$ cat config.mk
export PLATFORM = sky130hd
export DESIGN_NAME = alu_issue_sequencer
export DESIGN_NICKNAME = d
export VERILOG_FILES = /design/src/rtl/seq_pkg.sv /design/src/rtl/seq_regfile.sv /design/src/rtl/alu_issue_sequencer.sv
export SDC_FILE = /design/constraint.sdc
export NUM_CORES = 1
export LEC_CHECK = 0
export CORE_ASPECT_RATIO = 0.9
export CORE_UTILIZATION = 45
export DETAILED_ROUTE_END_ITERATION = 16
export MAX_ROUTING_LAYER = met4
export PLACE_DENSITY = 0.66
export SLEW_MARGIN = 20
export SYNTH_ARGS = -nofsm -noshare
export SYNTH_HDL_FRONTEND = slang
export SYNTH_SLANG_ARGS = --single-unit
$ cat constraint.sdc
create_clock -name clk -period 1.83 [get_ports clk]
set_clock_uncertainty 0.15 [all_clocks]
set_input_delay 0.183 -clock clk [delete_from_list [all_inputs] [get_ports clk]]
set_output_delay 0.183 -clock clk [all_outputs]
set_load 0.02 [all_outputs]
$ cat src/rtl/seq_pkg.sv
// Shared definitions for the ALU issue sequencer: FSM states, the LDI
// opcode and the bit positions of the 16-bit instruction fields.
package seq_pkg;

    typedef enum logic [1:0] {
        ST_IDLE  = 2'd0,
        ST_ISSUE = 2'd1,
        ST_WAIT  = 2'd2,
        ST_WB    = 2'd3
    } seq_state_e;

    localparam int INSTR_W = 16;
    localparam int AW      = 3;

    localparam logic [3:0] OP_LDI = 4'hF;

    localparam int OP_HI  = 15;
    localparam int OP_LO  = 12;
    localparam int RD_HI  = 11;
    localparam int RD_LO  = 9;
    localparam int RS_HI  = 8;
    localparam int RS_LO  = 6;
    localparam int RT_HI  = 5;
    localparam int RT_LO  = 3;
    localparam int IMM_HI = 7;
    localparam int IMM_LO = 0;

    // Opcode field of an instruction word
    function automatic logic [3:0] f_op(input logic [INSTR_W-1:0] w);
        return w[OP_HI:OP_LO];
    endfunction

endpackage

$ cat src/rtl/seq_regfile.sv
// RN x DW register file: one synchronous write port, three combinational
// read ports (two operand reads plus a debug read). Addresses beyond RN
// read as zero and ignore writes.
module seq_regfile
    import seq_pkg::*;
#(
    parameter int DW = 8,
    parameter int RN = 8
) (
    input  logic          clk,
    input  logic          rst_n,
    input  logic          i_we,
    input  logic [AW-1:0] i_waddr,
    input  logic [DW-1:0] i_wdata,
    input  logic [AW-1:0] i_rs_addr,
    input  logic [AW-1:0] i_rt_addr,
    input  logic [AW-1:0] i_dbg_addr,
    output logic [DW-1:0] o_rs_data,
    output logic [DW-1:0] o_rt_data,
    output logic [DW-1:0] o_dbg_data
);

    logic [DW-1:0] r_mem [RN];

    // Register storage: cleared on reset, single write port otherwise
    always_ff @(posedge clk or negedge rst_n) begin
        if (!rst_n) begin
            for (int i = 0; i < RN; i++) begin
                r_mem[i] <= {DW{1'b0}};
            end
        end else if (i_we && (int'(i_waddr) < RN)) begin
            r_mem[i_waddr] <= i_wdata;
        end
    end

    // Combinational read ports with out-of-range protection
    always_comb begin
        o_rs_data  = {DW{1'b0}};
        o_rt_data  = {DW{1'b0}};
        o_dbg_data = {DW{1'b0}};
        if (int'(i_rs_addr) < RN) begin
            o_rs_data = r_mem[i_rs_addr];
        end else begin
            o_rs_data = {DW{1'b0}};
        end
        if (int'(i_rt_addr) < RN) begin
            o_rt_data = r_mem[i_rt_addr];
        end else begin
            o_rt_data = {DW{1'b0}};
        end
        if (int'(i_dbg_addr) < RN) begin
            o_dbg_data = r_mem[i_dbg_addr];
        end else begin
            o_dbg_data = {DW{1'b0}};
        end
    end

endmodule

$ cat src/rtl/alu_issue_sequencer.sv
// Control stage in front of the 8-bit ALU. Accepts one instruction at a
// time, issues it to the ALU for a single cycle, waits ALU_LAT edges and
// writes the result back; LDI writes its immediate without the ALU.
module alu_issue_sequencer
    import seq_pkg::*;
#(
    parameter int DW      = 8,
    parameter int RN      = 8,
    parameter int ALU_LAT = 1
) (
    input  logic               clk,
    input  logic               rst_n,
    input  logic               instr_valid,
    input  logic [INSTR_W-1:0] instr,
    output logic               instr_ready,
    output logic [DW-1:0]      alu_a,
    output logic [DW-1:0]      alu_b,
    output logic [3:0]         alu_op,
    output logic               alu_en,
    input  logic [DW-1:0]      alu_ans,
    input  logic [3:0]         alu_fl,
    output logic [3:0]         flags,
    output logic               busy,
    output logic               done,
    input  logic [AW-1:0]      dbg_addr,
    output logic [DW-1:0]      dbg_data
);

    seq_state_e         r_state;
    seq_state_e         w_next;
    logic [INSTR_W-1:0] r_instr;
    logic [2:0]         r_count;
    logic [DW-1:0]      r_alu_a;
    logic [DW-1:0]      r_alu_b;
    logic [3:0]         r_alu_op;
    logic               r_alu_en;
    logic [3:0]         r_flags;
    logic               r_done;

    logic               w_accept;
    logic               w_in_ldi;
    logic               w_we;
    logic               w_flag_we;
    logic [DW-1:0]      w_wdata;
    logic [DW-1:0]      w_imm_ext;
    logic [DW-1:0]      w_rs_data;
    logic [DW-1:0]      w_rt_data;

    assign w_in_ldi  = (f_op(instr) == OP_LDI);
    assign w_imm_ext = DW'(r_instr[IMM_HI:IMM_LO]);

    // Operands are fetched from the incoming word at acceptance so they are
    // already registered on the ALU inputs for the whole ISSUE cycle.
    seq_regfile #(
        .DW (DW),
        .RN (RN)
    ) u_regfile (
        .clk        (clk),
        .rst_n      (rst_n),
        .i_we       (w_we),
        .i_waddr    (r_instr[RD_HI:RD_LO]),
        .i_wdata    (w_wdata),
        .i_rs_addr  (instr[RS_HI:RS_LO]),
        .i_rt_addr  (instr[RT_HI:RT_LO]),
        .i_dbg_addr (dbg_addr),
        .o_rs_data  (w_rs_data),
        .o_rt_data  (w_rt_data),
        .o_dbg_data (dbg_data)
    );

    // FSM state register
    always_ff @(posedge clk or negedge rst_n) begin
        if (!rst_n) begin
            r_state <= ST_IDLE;
        end else begin
            r_state <= w_next;
        end
    end

    // Next-state decode plus write-back strobe and data selection
    always_comb begin
        w_next    = r_state;
        w_accept  = 1'b0;
        w_we      = 1'b0;
        w_flag_we = 1'b0;
        w_wdata   = alu_ans;
        case (r_state)
            ST_IDLE: begin
                if (instr_valid) begin
                    w_accept = 1'b1;
                    if (w_in_ldi) begin
                        w_next = ST_WB;
                    end else begin
                        w_next = ST_ISSUE;
                    end
                end else begin
                    w_next = ST_IDLE;
                end
            end
            ST_ISSUE: begin
                w_next = ST_WAIT;
            end
            ST_WAIT: begin
                if (r_count == 3'd1) begin
                    w_next    = ST_IDLE;
                    w_we      = 1'b1;
                    w_flag_we = 1'b1;
                    w_wdata   = alu_ans;
                end else begin
                    w_next = ST_WAIT;
                end
            end
            ST_WB: begin
                w_next  = ST_IDLE;
                w_we    = 1'b1;
                w_wdata = w_imm_ext;
            end
            default: begin
                w_next = ST_IDLE;
            end
        endcase
    end

    // Latch the accepted instruction for rd/imm use during write-back
    always_ff @(posedge clk or negedge rst_n) begin
        if (!rst_n) begin
            r_instr <= {INSTR_W{1'b0}};
        end else if (w_accept) begin
            r_instr <= instr;
        end
    end

    // ALU drive registers: loaded at acceptance, held until the next issue
    always_ff @(posedge clk or negedge rst_n) begin
        if (!rst_n) begin
            r_alu_a  <= {DW{1'b0}};
            r_alu_b  <= {DW{1'b0}};
            r_alu_op <= 4'h0;
            r_alu_en <= 1'b0;
        end else begin
            r_alu_en <= w_accept && !w_in_ldi;
            if (w_accept && !w_in_ldi) begin
                r_alu_a  <= w_rs_data;
                r_alu_b  <= w_rt_data;
                r_alu_op <= f_op(instr);
            end
        end
    end

    // Latency counter: loaded in ISSUE, counts down through WAIT
    always_ff @(posedge clk or negedge rst_n) begin
        if (!rst_n) begin
            r_count <= 3'd0;
        end else if (r_state == ST_ISSUE) begin
            r_count <= 3'(ALU_LAT);
        end else if (r_state == ST_WAIT) begin
            r_count <= r_count - 3'd1;
        end
    end

    // Flag capture on ALU write-back and the one-cycle done pulse
    always_ff @(posedge clk or negedge rst_n) begin
        if (!rst_n) begin
            r_flags <= 4'h0;
            r_done  <= 1'b0;
        end else begin
            r_done <= w_we;
            if (w_flag_we) begin
                r_flags <= alu_fl;
            end
        end
    end

    assign instr_ready = (r_state == ST_IDLE);
    assign busy        = !instr_ready;
    assign alu_a       = r_alu_a;
    assign alu_b       = r_alu_b;
    assign alu_op      = r_alu_op;
    assign alu_en      = r_alu_en;
    assign flags       = r_flags;
    assign done        = r_done;

endmodule

==> metrics.md, run 1 <==
| Metric | Value |
|---|---|
| Status | `finished, violations left` |
| Failing checks | `setup timing` |
| Post-synthesis compound-gate area fraction | `0.1108` |
| Post-synth net total | `481` |
| TritonCTS clock tree | `built` |
| Yosys top cell area share | `0.4551` |
| Pre-antenna DRT Iters | `5` |
| Syn-to-layout area delta | `50.77%` |
| CP delay by family, top | `multiplexers` |
| Worst path bufs/invs | `1` |
| R2R cell count | `7` |
| Reg-to-Reg Start | `r_state[0]` |
| Clk buf depth | `2` |
| Synthesized area per cell | `13.22 sq um` |
| Vias post-DR | `4,656` |
| Yosys warns | `0` |
| WHS Path Cells | `3` |
| Crit Path Class | `register to output port` |
| Die W | `122.0 um` |
| Die height | `about 110 um` |
| Core area | `12,640 sq um` |
| Final Hold Viols | `0` |
| Min setup slack post-route | `-0.1660 ns` |
| R2r endpoint | `u_regfile.r_mem[34]` |
| Post-synth EDFFs | `0` |
| Maxcap violations | `0` |
| Largest net degree at the start of global routing | `107` |
| Synth unique cells | `33` |
| Clk slew on worst S/H paths | `0.07 ns` |
| Worst Hold End | `flags[2]` |
| Layout cells sized above 1 | `0.5316` |
| CTS buffer count | `9` |
| Multiplexer share of the synthesized area | `0.3564` |
| Fin crit share | `1.091` |
| Critical path depth | `3` |
| Num rows | `39` |
| Leak | `0.004015 uW` |
| CTS sink count | `106` |
| Root buffer cell | `clkbuf_16` |
| Mapped Cells | `441` |
| Worst-margin pin slew | `between 0.8 and 0.9 ns` |
| DR WL/cell | `22.67 um` |
| Top cells by area, synth | `dfrtp_1, mux2_2, mux4_2` |
| Worst skew pair latency | `0.36 ns` |
| Vias in the first global route | `4,854` |
| Hold path startpoint | `alu_fl[2]` |
| Mapped Area | `5828 sq um` |
| Drt first-iter violations | `approximately 370` |
| Fin crit period | `1.996 ns` |
| Port Buf Inserts | `69` |
| RePlAce Congestion | `a little over 0.9` |
| Rel. slew slack | `0.4199` |
| Post-Synth Simple-Gate Area | `0.03306` |
| Setup Viol. Count Final | `between 80 and 90` |
| Async SR Flop Fraction | `1.000` |
| Cell taking the most area after synthesis | `dfrtp_1` |
| Startpoint Class | `register` |
| Max incr delay on CP | `0.49 ns` |
| Full die area | `approximately 13,000 sq um` |
| Worst VDD drop | `0.0008206 V` |
| Synth Register Bits | `between 100 and 150` |
| Setup_tns | `-9.185 ns` |
| Final nets | `667` |
| Antenna violations before repair | `0` |
| Xor and xnor area share after synthesis | `0` |
| Hpwl dp | `11,380 um` |
| Crit Path Max Fanout | `2` |
| Ant. Diodes | `0` |
| Synth Area in Adders | `0.01288` |
| Seq/Total Area, Yosys | `0.4551` |
| Req. time, crit path | `1.50 ns` |
| RSZ-0062 raised after global routing | `true` |
| PD cells | `~1500 nW/um^2` |
| Pins over their slew limit | `0` |
| Pre-CTS setup slack | `-0.7830 ns` |
| DRC viols | `0` |
| Fmax | `0.5010 GHz` |
| Worst EP arrival | `1.66 ns` |
| Gr usage total | `0.2875` |
| Via density | `5.849` |
| Global-route wire length before repair | `27,030 um` |
| Hold Crit Class | `primary input to register` |
| Crit path capture type | `output port` |
| Routed wire length | `about 18,000 um` |
| Crit path cell chain | `mux4_2 > mux2_4 > buf_6` |
| I/O pin total | `70` |
| Largest family of logic cells by synthesized area | `multiplexers` |
| GRT overflow | `0` |
| Initial Util | `0.4611` |
| Slowest cell on crit path | `mux4_2` |
| Htree depth | `3` |
| Reg-to-reg setup timing slack | `-0.16 ns` |
| Detail Route Antenna Nets | `0` |
| Synth Flop Type | `dfrtp_1` |
[layout by cell type, fill, tap and decap left out, types with 6 or more instances in the layout]
cell and count:
mux2_2 53, o31ai_4 8, o31ai_2 7, buf_6 18, o22ai_1 16, a22o_1 16
clkdlybuf4s50_1 57, mux2_4 71, o21ai_0 14, buf_12 22, mux2i_1 32, o21ai_1 6
mux4_2 16, buf_4 103, nand2_1 19, dfrtp_1 105, clkbuf_16 10
[metal layers]
layer  GRT usage  part of all wire
met4      0.1287             0.032
met5           -                 0
met3     0.06587             0.063
met2      0.4451              0.49
met1      0.3604              0.42
[registers in the layout (all words and copies together) (netlist names)]
name	flops
r_count	3
alu_a	8
u_regfile.r_mem	64
r_state	2
alu_op	4
flags	4
alu_en	1
r_instr	11
done	1
alu_b	8
[repair_timing]
item	in CTS	in global routing
pin swaps	9	11
buffers inserted	9	4
cloned	1	1
gates resized for setup	131	57
hold endpoints to repair	106	0
hold buffers	1	0
endpoints found under the setup margin	101	88
[worst reg2reg max path, cell delays in order, from the launching register on]
cell	delay [ns]
dfrtp_1	0.40
inv_2	0.08
ha_4	0.15
nand3b_4	0.15
buf_12	0.17
a211oi_4	0.26
buf_12	0.19
mux2_4	0.31
[Yosys cell counts, drive strengths merged (2+ instances only)]
master,instances
o22a,2
nand2,20
mux4,16
ha,6
buf,23
nand2b,5
o21ai,20
o31ai,16
mux2i,32
nor2,5
clkbuf,6
a211oi,5
o22ai,16
dfrtp,106
a21oi,2
nor2b,3
mux2,124
inv,9
a22o,16
[power breakdown]
part / internal (uW) / leakage, uW / switching, uW / total, uW
sequential: 3380 / 0.00133 / 650 / 4030
clock: 1410 / 0.000169 / 886 / 2300
combinational: 4100 / 0.00251 / 2960 / 7060
total: 8890 / 0.00401 / 4500 / 13400
[how the worst max path moves through the flow]
stage	start	slack [ns]	to
global placement	dbg_addr[0]	-0.76	dbg_data[1]
floorplan	r_state[0]	-0.13	u_regfile.r_mem[16]
CTS	r_state[0]	-0.17	u_regfile.r_mem[10]
detailed placement	dbg_addr[0]	-0.78	dbg_data[7]
finish	u_regfile.r_mem[6]	-0.17	dbg_data[6]
global route	r_state[0]	-0.22	u_regfile.r_mem[34]
[cell type report]
cell class                 count  area, sq um
fill                         836         3851
clock inverter                 4        97.59
multi-input combinational    297         3472
clock buffer                  12        256.5
inverter                       9        41.29
timing repair buffer         204         2061
sequential                   106         2654
tap                          164        205.2
[through the flow]
step / hold slack, ns / cell area, sq um / util / std cells / power [uW]
2_1_floorplan: -0.2626 / 5856 / - / 441 / 7056
3_3_place_gp: 0.1528 / 7736 / 0.6121 / 764 / 9643
3_5_place_dp: 0.1599 / 7736 / 0.6121 / 764 / 9869
4_1_cts: 0.1989 / 8481 / 0.6710 / 791 / 12810
5_1_grt: 0.2291 / 8787 / 0.6953 / 796 / 13980
6_report: 0.1999 / 8787 / 0.6953 / 796 / 13380
[logic make-up (layout without fill, tap and decap cells)]
group,after synthesis,after routing
buffers and inverters,38,229
and+or+nand+nor,38,38
AOI/OAI and AO/OA,81,81
DFF,106,106
adders and majority gates,6,6
muxes,172,172
(Power assumes the default switching activity.)
==> inputs of run 2 (changes only) <==
--- a/config.mk
+++ b/config.mk
@@ -5,7 +5,7 @@
 export SDC_FILE = /design/constraint.sdc
 export NUM_CORES = 1
 export LEC_CHECK = 0
-export CORE_ASPECT_RATIO = 0.9
+export CORE_ASPECT_RATIO = 2
 export CORE_UTILIZATION = 45
 export DETAILED_ROUTE_END_ITERATION = 16
 export MAX_ROUTING_LAYER = met4
==> constraint.sdc (replaced) <==
create_clock -name clk -period 1.75 [get_ports clk]
set_clock_uncertainty 0.15 [all_clocks]
set_input_delay 0.175 -clock clk [delete_from_list [all_inputs] [get_ports clk]]
set_output_delay 0.175 -clock clk [all_outputs]
set_load 0.02 [all_outputs]
==> run 2 against run 1 <==
The run still ends with setup timing left. First-iteration DRC count is 34% lower. Clock-buffer cell count is 1 higher. Critical path depth stayed put. Power is 5.8% higher. Via count is 3.2% higher. Cell area is 1.6% higher. Cell count is 1.4% lower. Utilization is 1.2 points higher. Sequential power is 7.4% higher. Sequential share of layout area is 0.48 points lower. Clock power is 7% lower. Non-clock buffer count is 3 higher. Largest power group unchanged.
==> metrics.md, run 2 (same netlist as run 1, synthesis figures left out) <==
| Metric | Value |
|---|---|
| Rel. slew slack | `0.4079 (-0.01198)` |
| Number of flip-flops under the largest register name | `64 (unchanged)` |
| Clk buf depth | `2 (unchanged)` |
| Final core utilization | `0.7072 (+0.01192)` |
| Fin cells | `785 (-1.4%)` |
| Failing checks | `setup timing` |
| Gr usage total | `0.3068 (+0.01922)` |
| Crit Path Class | `register to output port` |
| Routed wire length | `19,250 um (+6.7%)` |
| Fin Hold WS | `0.1244 ns (-0.07549 ns)` |
| Core area | `12,630 sq um (about the same)` |
| Highest metal used | `met4` |
| Pre-CTS setup slack | `-0.8363 ns (-0.05324 ns)` |
| Pre-antenna DRT Iters | `5 (unchanged)` |
| Met1 wire length | `6845 um (-9.1%)` |
| Worst skew pair latency | `0.36 ns (about the same)` |
| I/O pin total | `70 (unchanged)` |
| GRT overflow | `0 (unchanged)` |
| Worst VDD drop | `0.001088 V (+33%)` |
| Initial Util | `0.4616 (about the same)` |
| PD cells | `1586 nW/um^2 (+4.1%)` |
| Min setup slack post-route | `-0.2901 ns (-0.1241 ns)` |
| Met2 wire length | `10,220 um (+16%)` |
| Htree depth | `3 (unchanged)` |
| RSZ-0062 raised after global routing | `true` |
| R2R cell count | `6 (-1)` |
| DR WL/cell | `24.52 um (+8.2%)` |
| DP Area | `7679 sq um (-0.74%)` |
| Global-route wire length before repair | `28,510 um (+5.5%)` |
| Fin area | `8930 sq um (+1.6%)` |
| Die height | `162.9 um (+48%)` |
| Layout cells sized above 1 | `0.5638 (+0.03213)` |
| Crit Path Max Fanout | `4 (+2)` |
| Detail Route Antenna Nets | `0 (unchanged)` |
| Final nets | `670 (+0.45%)` |
| WL met3 | `1090 um (-4.6%)` |
| Antenna violations before repair | `0 (unchanged)` |
| Worst EP arrival | `1.72 ns (+0.06 ns)` |
| Final Hold Viols | `0 (unchanged)` |
| Vias in the first global route | `5,153 (+6.2%)` |
| Crit path cell chain | `mux4_2 > mux2_4 > buf_6` |
| Hold Crit Class | `primary input to async pin` |
| Reg-to-Reg Start | `r_state[0]` |
| CTS buffer count | `9 (unchanged)` |
| Hpwl dp | `11,970 um (+5.2%)` |
| Crit path capture type | `output port` |
| Pins over their slew limit | `0 (unchanged)` |
| Drt first-iter violations | `245 (-34%)` |
| Largest net degree at the start of global routing | `44 (-59%)` |
| RePlAce Congestion | `0.8193 (-11%)` |
| Syn-to-layout area delta | `53.22%` |
| Fin crit period | `2.040 ns` |
| DRC viols | `0 (unchanged)` |
| Vias post-DR | `4,803 (+3.2%)` |
| Commonest non-fill, non-tap cell in the layout | `dfrtp_1` |
| Top Registers | `u_regfile.r_mem: 64 flops, r_instr: 11 flops` |
| Ant. Diodes | `0 (unchanged)` |
| DP Cell Count | `743 (-2.7%)` |
| Fmax | `around 0.49 GHz` |
| Leak | `0.004072 uW (+1.4%)` |
| Status | `finished, violations left` |
| Via density | `6.118 (+4.6%)` |
| CTS sink count | `106 (unchanged)` |
| Reg-to-reg setup timing slack | `-0.24 ns (-0.08 ns)` |
| Setup Viol. Count Final | `104 (+27%)` |
| R2r endpoint | `u_regfile.r_mem[61]` |
| Maxcap violations | `0 (unchanged)` |
| Full die area | `13,440 sq um (+0.20%)` |
| Die W | `82.47 um (-32%)` |
| Num rows | `58 (+49%)` |
| Leading cell types in the layout, fill and taps excluded | `dfrtp_1, buf_4, mux2_4` |
| Startpoint Class | `register` |
| Root buffer cell | `clkbuf_16` |
| Max incr delay on CP | `0.48 ns (about the same)` |
| Slowest cell on crit path | `mux4_2` |
| Top reg by flops | `u_regfile.r_mem` |
| TritonCTS clock tree | `built` |
| Req. time, crit path | `1.42 ns (-0.08 ns)` |
| Port Buf Inserts | `69 (unchanged)` |
| Clk slew on worst S/H paths | `0.07 ns (about the same)` |
| Worst-margin pin slew | `0.8849 ns (+0.01649 ns)` |
| Fin crit share | `1.166` |
## run 2: cell count changes in the layout (fill, tap and decap cells not counted), sizes merged
cell    change
buf         +3
bufinv      -2
clkbuf      +1
inv         +1
## run 2: critical path, delay by kind of cell, from the launching register on
kind / cells / cell delay (ns)
flip-flops: 1 / 0.44
multiplexers: 2 / 0.78
buffers and inverters: 1 / 0.13
## run 2: timing repair
action	4_1_cts	5_1_grt
endpoints found under the hold margin	106	0
gates resized for setup	162	64
cloned	4	1
pin swaps	16	20
hold buffers	1	0
buffers inserted	11	10
setup endpoints to repair	105	94
## run 2: report_power, final
group | switching (uW) | internal, uW
sequential | 796 | 3530
clock | 932 | 1200
combinational | 3250 | 4460
total | 4980 | 9180
## run 2: layer usage
layer | track usage | vias up
met2 | 0.5098 | 248
met4 | 0.1643 | 0
li1 | - | 2041
met5 | - | -
met3 | 0.04986 | 76
met1 | 0.3424 | 2438
## run 2: how the worst max path moves through the flow
stage,cells past startpoint,start,endpoint
floorplan,6,r_state[0],u_regfile.r_mem[16]
global placement,5,dbg_addr[0],dbg_data[7]
detailed placement,5,dbg_addr[0],dbg_data[7]
CTS,3,u_regfile.r_mem[61],dbg_data[5]
global route,3,u_regfile.r_mem[61],dbg_data[5]
finish,3,u_regfile.r_mem[61],dbg_data[5]
## run 2: metrics by stage
step,power (uW),TNS [ns]
after floorplan,7380,-12.95
after global placement,10030,-30.55
after detailed placement,10260,-32.64
after CTS,13380,-13.13
after global routing,14820,-22.97
final,14160,-18.03
## run 2: layout make-up
class | instances | area (sq um)
inverter | 9 | 48.80
sequential | 106 | 2654
clock buffer | 13 | 260.3
tap | 150 | 187.7
multi-input combinational | 297 | 3586
timing repair buffer | 207 | 2147
clock inverter | 3 | 46.29
fill | 860 | 3697
